$ cat src/rtl/muldiv_if.sv
// Operand/command and HI/LO result bundle between the datapath and the mul/div unit.
// Master drives the command side; slave returns HI/LO with busy/done status.
interface muldiv_if #(
    parameter int WIDTH = 32
);
    logic             start;
    logic [1:0]       op;
    logic [WIDTH-1:0] a;
    logic [WIDTH-1:0] b;
    logic             hi_we;
    logic             lo_we;
    logic [WIDTH-1:0] wd;
    logic [WIDTH-1:0] hi;
    logic [WIDTH-1:0] lo;
    logic             busy;
    logic             done;

    modport master (output start, op, a, b, hi_we, lo_we, wd,
                    input  hi, lo, busy, done);
    modport slave  (input  start, op, a, b, hi_we, lo_we, wd,
                    output hi, lo, busy, done);
endinterface

$ cat src/rtl/muldiv_unit.sv
// Iterative MULT/MULTU/DIV/DIVU with architectural HI/LO; fixed WIDTH+1 cycle latency.
// No backpressure: commands and MTHI/MTLO are ignored while busy, so the caller stalls on busy.
module muldiv_unit #(
    parameter int WIDTH = 32
) (
    input  logic      clk,
    input  logic      rst_n,
    muldiv_if.slave   bus
);
    localparam int CW = $clog2(WIDTH) + 1;
    localparam logic [WIDTH-1:0] MIN_NEG = {1'b1, {(WIDTH-1){1'b0}}};

    typedef enum logic [1:0] {IDLE, CALC, FIX} state_t;

    state_t               state_q, state_d;
    logic [CW-1:0]        cnt_q, cnt_d;
    logic [2*WIDTH-1:0]   acc_q, acc_d;
    logic [WIDTH-1:0]     opnd_q, opnd_d;
    logic [WIDTH-1:0]     araw_q, araw_d;
    logic                 is_div_q, is_div_d;
    logic                 neg_q, neg_d;
    logic                 neg_rem_q, neg_rem_d;
    logic                 divz_q, divz_d;
    logic                 ovf_q, ovf_d;
    logic [WIDTH-1:0]     hi_q, hi_d;
    logic [WIDTH-1:0]     lo_q, lo_d;
    logic                 busy_q, busy_d;
    logic                 done_q, done_d;

    logic                 signed_op, a_neg, b_neg;
    logic [WIDTH-1:0]     a_abs, b_abs;
    logic [WIDTH:0]       mul_sum, div_part, div_trial;
    logic                 div_ge;
    logic [2*WIDTH-1:0]   prod_fix;
    logic [WIDTH-1:0]     quo_fix, rem_fix;

    always_ff @(posedge clk or negedge rst_n) begin
        if (!rst_n) state_q <= IDLE;
        else        state_q <= state_d;
    end

    always_comb begin
        state_d = state_q;
        case (state_q)
            IDLE:    if (bus.start) state_d = CALC;
            CALC:    if (cnt_q == CW'(WIDTH - 1)) state_d = FIX;
            FIX:     state_d = IDLE;
            default: state_d = IDLE;
        endcase
    end

    // Multiply keeps {partial product, multiplier} in acc; divide keeps {remainder, dividend/quotient}.
    always_comb begin
        signed_op = ~bus.op[0];
        a_neg     = signed_op & bus.a[WIDTH-1];
        b_neg     = signed_op & bus.b[WIDTH-1];
        a_abs     = a_neg ? -bus.a : bus.a;
        b_abs     = b_neg ? -bus.b : bus.b;

        mul_sum   = {1'b0, acc_q[2*WIDTH-1:WIDTH]} + (acc_q[0] ? {1'b0, opnd_q} : '0);
        div_part  = {acc_q[2*WIDTH-1:WIDTH], acc_q[WIDTH-1]};
        div_trial = div_part - {1'b0, opnd_q};
        div_ge    = ~div_trial[WIDTH];

        prod_fix  = neg_q ? -acc_q : acc_q;
        quo_fix   = neg_q ? -acc_q[WIDTH-1:0] : acc_q[WIDTH-1:0];
        rem_fix   = neg_rem_q ? -acc_q[2*WIDTH-1:WIDTH] : acc_q[2*WIDTH-1:WIDTH];

        cnt_d     = cnt_q;
        acc_d     = acc_q;
        opnd_d    = opnd_q;
        araw_d    = araw_q;
        is_div_d  = is_div_q;
        neg_d     = neg_q;
        neg_rem_d = neg_rem_q;
        divz_d    = divz_q;
        ovf_d     = ovf_q;
        hi_d      = hi_q;
        lo_d      = lo_q;

        case (state_q)
            IDLE: begin
                if (bus.start) begin
                    cnt_d     = '0;
                    araw_d    = bus.a;
                    is_div_d  = bus.op[1];
                    neg_d     = a_neg ^ b_neg;
                    neg_rem_d = a_neg;
                    divz_d    = bus.op[1] & (bus.b == '0);
                    ovf_d     = (bus.op == 2'b10) & (bus.a == MIN_NEG) & (&bus.b);
                    if (bus.op[1]) begin
                        acc_d  = {{WIDTH{1'b0}}, a_abs};
                        opnd_d = b_abs;
                    end else begin
                        acc_d  = {{WIDTH{1'b0}}, b_abs};
                        opnd_d = a_abs;
                    end
                end else begin
                    if (bus.hi_we) hi_d = bus.wd;
                    if (bus.lo_we) lo_d = bus.wd;
                end
            end
            CALC: begin
                cnt_d = cnt_q + CW'(1);
                if (is_div_q)
                    acc_d = {(div_ge ? div_trial[WIDTH-1:0] : div_part[WIDTH-1:0]),
                             acc_q[WIDTH-2:0], div_ge};
                else
                    acc_d = {mul_sum, acc_q[WIDTH-1:1]};
            end
            FIX: begin
                if (!is_div_q) begin
                    hi_d = prod_fix[2*WIDTH-1:WIDTH];
                    lo_d = prod_fix[WIDTH-1:0];
                end else if (divz_q) begin
                    hi_d = araw_q;
                    lo_d = '1;
                end else if (ovf_q) begin
                    hi_d = '0;
                    lo_d = araw_q;
                end else begin
                    hi_d = rem_fix;
                    lo_d = quo_fix;
                end
            end
            default: ;
        endcase

        busy_d = (state_d != IDLE);
        done_d = (state_q == FIX);
    end

    always_ff @(posedge clk or negedge rst_n) begin
        if (!rst_n) begin
            cnt_q     <= '0;
            acc_q     <= '0;
            opnd_q    <= '0;
            araw_q    <= '0;
            is_div_q  <= 1'b0;
            neg_q     <= 1'b0;
            neg_rem_q <= 1'b0;
            divz_q    <= 1'b0;
            ovf_q     <= 1'b0;
            hi_q      <= '0;
            lo_q      <= '0;
            busy_q    <= 1'b0;
            done_q    <= 1'b0;
        end else begin
            cnt_q     <= cnt_d;
            acc_q     <= acc_d;
            opnd_q    <= opnd_d;
            araw_q    <= araw_d;
            is_div_q  <= is_div_d;
            neg_q     <= neg_d;
            neg_rem_q <= neg_rem_d;
            divz_q    <= divz_d;
            ovf_q     <= ovf_d;
            hi_q      <= hi_d;
            lo_q      <= lo_d;
            busy_q    <= busy_d;
            done_q    <= done_d;
        end
    end

    assign bus.hi   = hi_q;
    assign bus.lo   = lo_q;
    assign bus.busy = busy_q;
    assign bus.done = done_q;
endmodule

$ cat src/flat_wrapper.sv
// flat-port wrapper written by rule: the top's interface ports become plain ports
module muldiv_unit_flat 
#(
    parameter int WIDTH = 32
)
  (clk, rst_n, bus_start, bus_op, bus_a, bus_b, bus_hi_we, bus_lo_we, bus_wd, bus_hi, bus_lo, bus_busy, bus_done);
  muldiv_if #(.WIDTH(WIDTH)) bus_i ();
  input  logic clk;
  input  logic rst_n;
  input wire logic [$bits(bus_i.start)-1:0] bus_start;
  input wire logic [$bits(bus_i.op)-1:0] bus_op;
  input wire logic [$bits(bus_i.a)-1:0] bus_a;
  input wire logic [$bits(bus_i.b)-1:0] bus_b;
  input wire logic [$bits(bus_i.hi_we)-1:0] bus_hi_we;
  input wire logic [$bits(bus_i.lo_we)-1:0] bus_lo_we;
  input wire logic [$bits(bus_i.wd)-1:0] bus_wd;
  output wire logic [$bits(bus_i.hi)-1:0] bus_hi;
  output wire logic [$bits(bus_i.lo)-1:0] bus_lo;
  output wire logic [$bits(bus_i.busy)-1:0] bus_busy;
  output wire logic [$bits(bus_i.done)-1:0] bus_done;
  assign bus_i.start = bus_start;
  assign bus_i.op = bus_op;
  assign bus_i.a = bus_a;
  assign bus_i.b = bus_b;
  assign bus_i.hi_we = bus_hi_we;
  assign bus_i.lo_we = bus_lo_we;
  assign bus_i.wd = bus_wd;
  assign bus_hi = bus_i.hi;
  assign bus_lo = bus_i.lo;
  assign bus_busy = bus_i.busy;
  assign bus_done = bus_i.done;
  muldiv_unit #(.WIDTH(WIDTH)) u_core (.clk(clk), .rst_n(rst_n), .bus(bus_i));
endmodule
$ cat config.mk
export PLATFORM = sky130hd
export DESIGN_NAME = muldiv_unit_flat
export DESIGN_NICKNAME = d
export VERILOG_FILES = /design/src/rtl/muldiv_if.sv /design/src/rtl/muldiv_unit.sv /design/src/flat_wrapper.sv
export SDC_FILE = /design/constraint.sdc
export NUM_CORES = 1
export LEC_CHECK = 0
export ABC_AREA = 0
export CAP_MARGIN = 10
export CORE_UTILIZATION = 49
export CTS_CLUSTER_DIAMETER = 60
export DETAILED_ROUTE_END_ITERATION = 8
export PLACE_DENSITY = 0.7
export SLEW_MARGIN = 20
export SYNTH_ARGS = -nofsm -noshare
export SYNTH_HDL_FRONTEND = slang
export SYNTH_SLANG_ARGS = --single-unit
$ cat constraint.sdc
create_clock -name clk -period 4.25 [get_ports clk]
set_input_delay 0.85 -clock clk [delete_from_list [all_inputs] [get_ports clk]]
set_output_delay 0.85 -clock clk [all_outputs]
set_load 0.05 [all_outputs]
==> summary.md, run 1 <==
| Metric | Value |
|---|---|
| Worst r2r path cells | 10 |
| Core Area | between 30000 and 40000 sq um |
| Fill cell count | about 3200 |
| Cell taking the most area after synthesis | dfrtp_1 |
| Commonest non-fill, non-tap cells in the layout | o21ai_0, nor2_1, a21oi_1 |
| Worst VDD drop | 555.0 uV |
| Vias in the first global route | 16820 |
| Initial cell density of the core | between 50% and 60% |
| Post-Synth Adder-Cell Area | under 10% |
| Synth-to-Final Area Change | 17.72% |
| CP endpoint kind | register |
| GRT Util Overall | 36.06% |
| Root Buffer | clkbuf_16 |
| DRT Pass-1 Iters | 6 |
| Compound-gate portion of the synthesized area | 27.45% |
| Max incr delay on CP | 0.65 ns |
| Clock skew | 0.03281 ns |
| Gp weighted congestion | 1.024 |
| WP buf/inv | 0 |
| Grt ovf | 0 |
| Reg area | approximately 5200 sq um |
| H-Tree Depth | 1 |
| Via/cell ratio | around 6.4 |
| Drt initial violations | a little under 2000 |
| Die outline width | approximately 190 microns |
| Post-synthesis mux area share | 4.550% |
| Status | finished, final reports clean |
| Cts repair resizes | 0 |
| Per-cell routed wire length | 23.61 microns |
| Leak | ~8.4 nW |
| Worst path cell trace | ha_1 -> a211oi_1 -> o21ai_0 -> a311o_1 -> nor3_1 -> o41ai_1 -> a21o_1 -> a2111oi_0 -> a311oi_1 -> o31ai_1 |
| Post-route ant nets | 0 |
| CTS sink cnt | 207 |
| First-pass GRT wire length | between 100000 and 150000 microns |
| DPL Wire Length | ~50000 microns |
| GR Util met1 | between 40 and 50% |
| Largest family of logic cells by synthesized area | compound AO/OA/AOI/OAI gates |
| HP Class | primary input to asynchronous set/reset pin |
| Power per standard cell area | a little under 900 nW/um^2 |
| Flops & latches, synth | ~210 |
| CP required | 4.72 ns |
| Max-cap viol count | 0 |
| Clk Latency, worst-skew pair | 0.59 ns |
| CP startpoint kind | register |
| Std cell rows | 68 |
| Commonest non-fill, non-tap cell in the layout | o21ai_0 |
| Routed WL | 66150 microns |
| Tightest Pin Transition | 1.048 ns |
| Total negative slack | 0 ns |
| Slew Limit Fails | 0 |
| Syn Inst Count | around 2200 |
| Die Footprint | between 30000 and 40000 sq um |
| Avg Inst Size Synth | 7.805 sq um |
| Simple-gate share of the synthesized area | a little under a fifth |
| Longest Clk Path Bufs | 3 |
| Antenna violations before repair | 3 |
| Synth Area in XOR/XNOR | slightly below 10% |
| Routed vias | 18040 |
| I/O Pins | ~170 |
| Core Util, Final | 58.99% |
| Post-synth cell types | 79 |
| Maximum net fanout on the critical path | 9 |
| Synth area leaders | dfrtp_1, o21ai_0, a21oi_1 |
| Largest net degree at the start of global routing | around 110 |
| Gr busiest metal | met2 |
| Met2 GRT Util | a little under three fifths |
| Total chip power | 18.07 mW |
| Crit path DAT | around 4.4 ns |
| R2R Path Start | u_core.acc_q[37] |
| Share of cells above drive strength 1 | between 7 and 8% |
| CTS clk-pin slew, worst paths | around 0.060 ns |
| Place WS | 0.07265 ns |
| DRC viols | 0 |
| Async SR Flop Fraction | 100.0% |
| Post-Syn Area | 17440 sq um |
| Worst slew margin | between 20% and 30% |
| Worst setup margin | between 0.2 and 0.3 ns |
| Period minus WS final | 3.963 ns |
| Top-area cell type share of the netlist area | between 20% and 30% |
| Hold buffer count at CTS | 0 |
| Ys flop type | dfrtp_1 |
| YS warnings | 0 |
| Crit Path Category | register to register |
| Crit path max-delay cell type | dfrtp_1 |
| Die H | roughly 190 microns |
| Unrepaired setup endpoints after global routing | no |
| M3 GR Usage | roughly 5.7% |
| Sequential-to-total area share from yosys stat | between 20% and 30% |
| Crit path from | u_core.acc_q[37] |
| R2r endpoint | u_core.acc_q[61] |
| CTS tree | built |
| Multi-input gate area | approximately 11000 sq um |
| Final worst-path cycle share | 93.24% |
| CTS buffer count | 29 |
| Post-CTS setup buffers | 0 |
| Max Fclk | 0.2524 GHz |
| Final Setup Violations | 0 |
| Fin nets | ~2500 |
| I/O Buffers | approximately 170 |
| R2r setup slk | 0.29 ns |
| Syn_nets | around 2400 |
| Post-synth EDFFs | 0 |
| Final Hold Vio Count | 0 |
| Delay-heaviest family, CP | compound AO/OA/AOI/OAI gates |
| Hold slack | 0.3497 ns |
layer usage:
| metal | share of wire (%) | up-vias |
|---|---|---|
| li1 | - | 8242 |
| met4 | 4.7 | 0 |
| met2 | 45 | 952 |
| met1 | 41 | 8679 |
| met5 | 0 | - |
| met3 | 9.6 | 171 |
where the power goes:
group	switching, mW	internal [mW]
clock	1.02	1.56
sequential	1.44	2.90
combinational	6.77	4.37
synth_stat cells, drive strengths merged, types with 23 or more instances:
library cell and number:
clkbuf 141, o221ai 25, a21oi 234, mux2 34, nand2b 25, nand2 219, o31ai 28, or3 26
xor2 86, ha 70, nand3 23, xnor2 111, a22oi 30, dfrtp 207, nor3 35, inv 71
a21o 31, o21ai 246, nor2 239, mux2i 41
kinds of logic after synthesis:
| logic type | after synthesis |
|---|---|
| XOR/XNOR | 197 |
| flip-flops | 207 |
| multiplexers | 75 |
| AND/OR/NAND/NOR | 685 |
| AO/OA/AOI/OAI | 768 |
| buffers and inverters | 230 |
| adder cells (fa/ha/maj) | 72 |
stage by stage:
| stage | area, sq um | instances |
|---|---|---|
| floorplan | 17440 | 2234 |
| finish | 20530 | 2801 |
| CTS | 20520 | 2800 |
| detailed placement | 19510 | 2748 |
| global route | 20520 | 2800 |
| global placement | 19510 | 2748 |
state kept, by name (all words and copies together) (netlist names):
signal and flops:
u_core.acc_q 64, u_core.cnt_q 6, u_core.opnd_q 32, u_core.bus.hi 32, u_core.state_q 2, u_core.bus.busy 1
u_core.ovf_q 1, u_core.is_div_q 1, u_core.bus.lo 32, u_core.divz_q 1, u_core.neg_rem_q 1, u_core.bus.done 1
u_core.araw_q 32, u_core.neg_q 1
area by class of cell:
class | instances | share of cell area [%]
tap | 455 | 2.774
inverter | 73 | 1.335
antenna | 1 | 0.01219
multi-input combinational | 1797 | 55.59
clock buffer | 35 | 3.792
timing repair buffer | 216 | 10.12
clock inverter | 17 | 1.128
sequential | 207 | 25.25
worst max-delay path by stage:
| stage | endpoint | slack, ns | cells past startpoint |
|---|---|---|---|
| 6_report | u_core.acc_q[61] | 0.29 | 10 |
| 5_1_grt | u_core.acc_q[61] | 0.18 | 10 |
| 4_1_cts | u_core.acc_q[61] | 0.38 | 10 |
| 3_5_place_dp | u_core.opnd_q[13] | 0.07 | 9 |
| 3_3_place_gp | u_core.opnd_q[15] | 0.08 | 9 |
| 2_1_floorplan | u_core.bus.hi[24] | 0.97 | 12 |
Note: power is estimated with default switching activity, not from simulation.
==> inputs of run 2 (changes only) <==
TNS_END_PERCENT = 100   (was unset)
==> results of run 2 <==
Final layout, timing and power as in run 1 (identical DEF).
==> inputs of run 3 (changes only) <==
CAP_MARGIN = unset   (was 10)
==> results of run 3 <==
Final layout, timing and power as in run 1 (identical DEF).
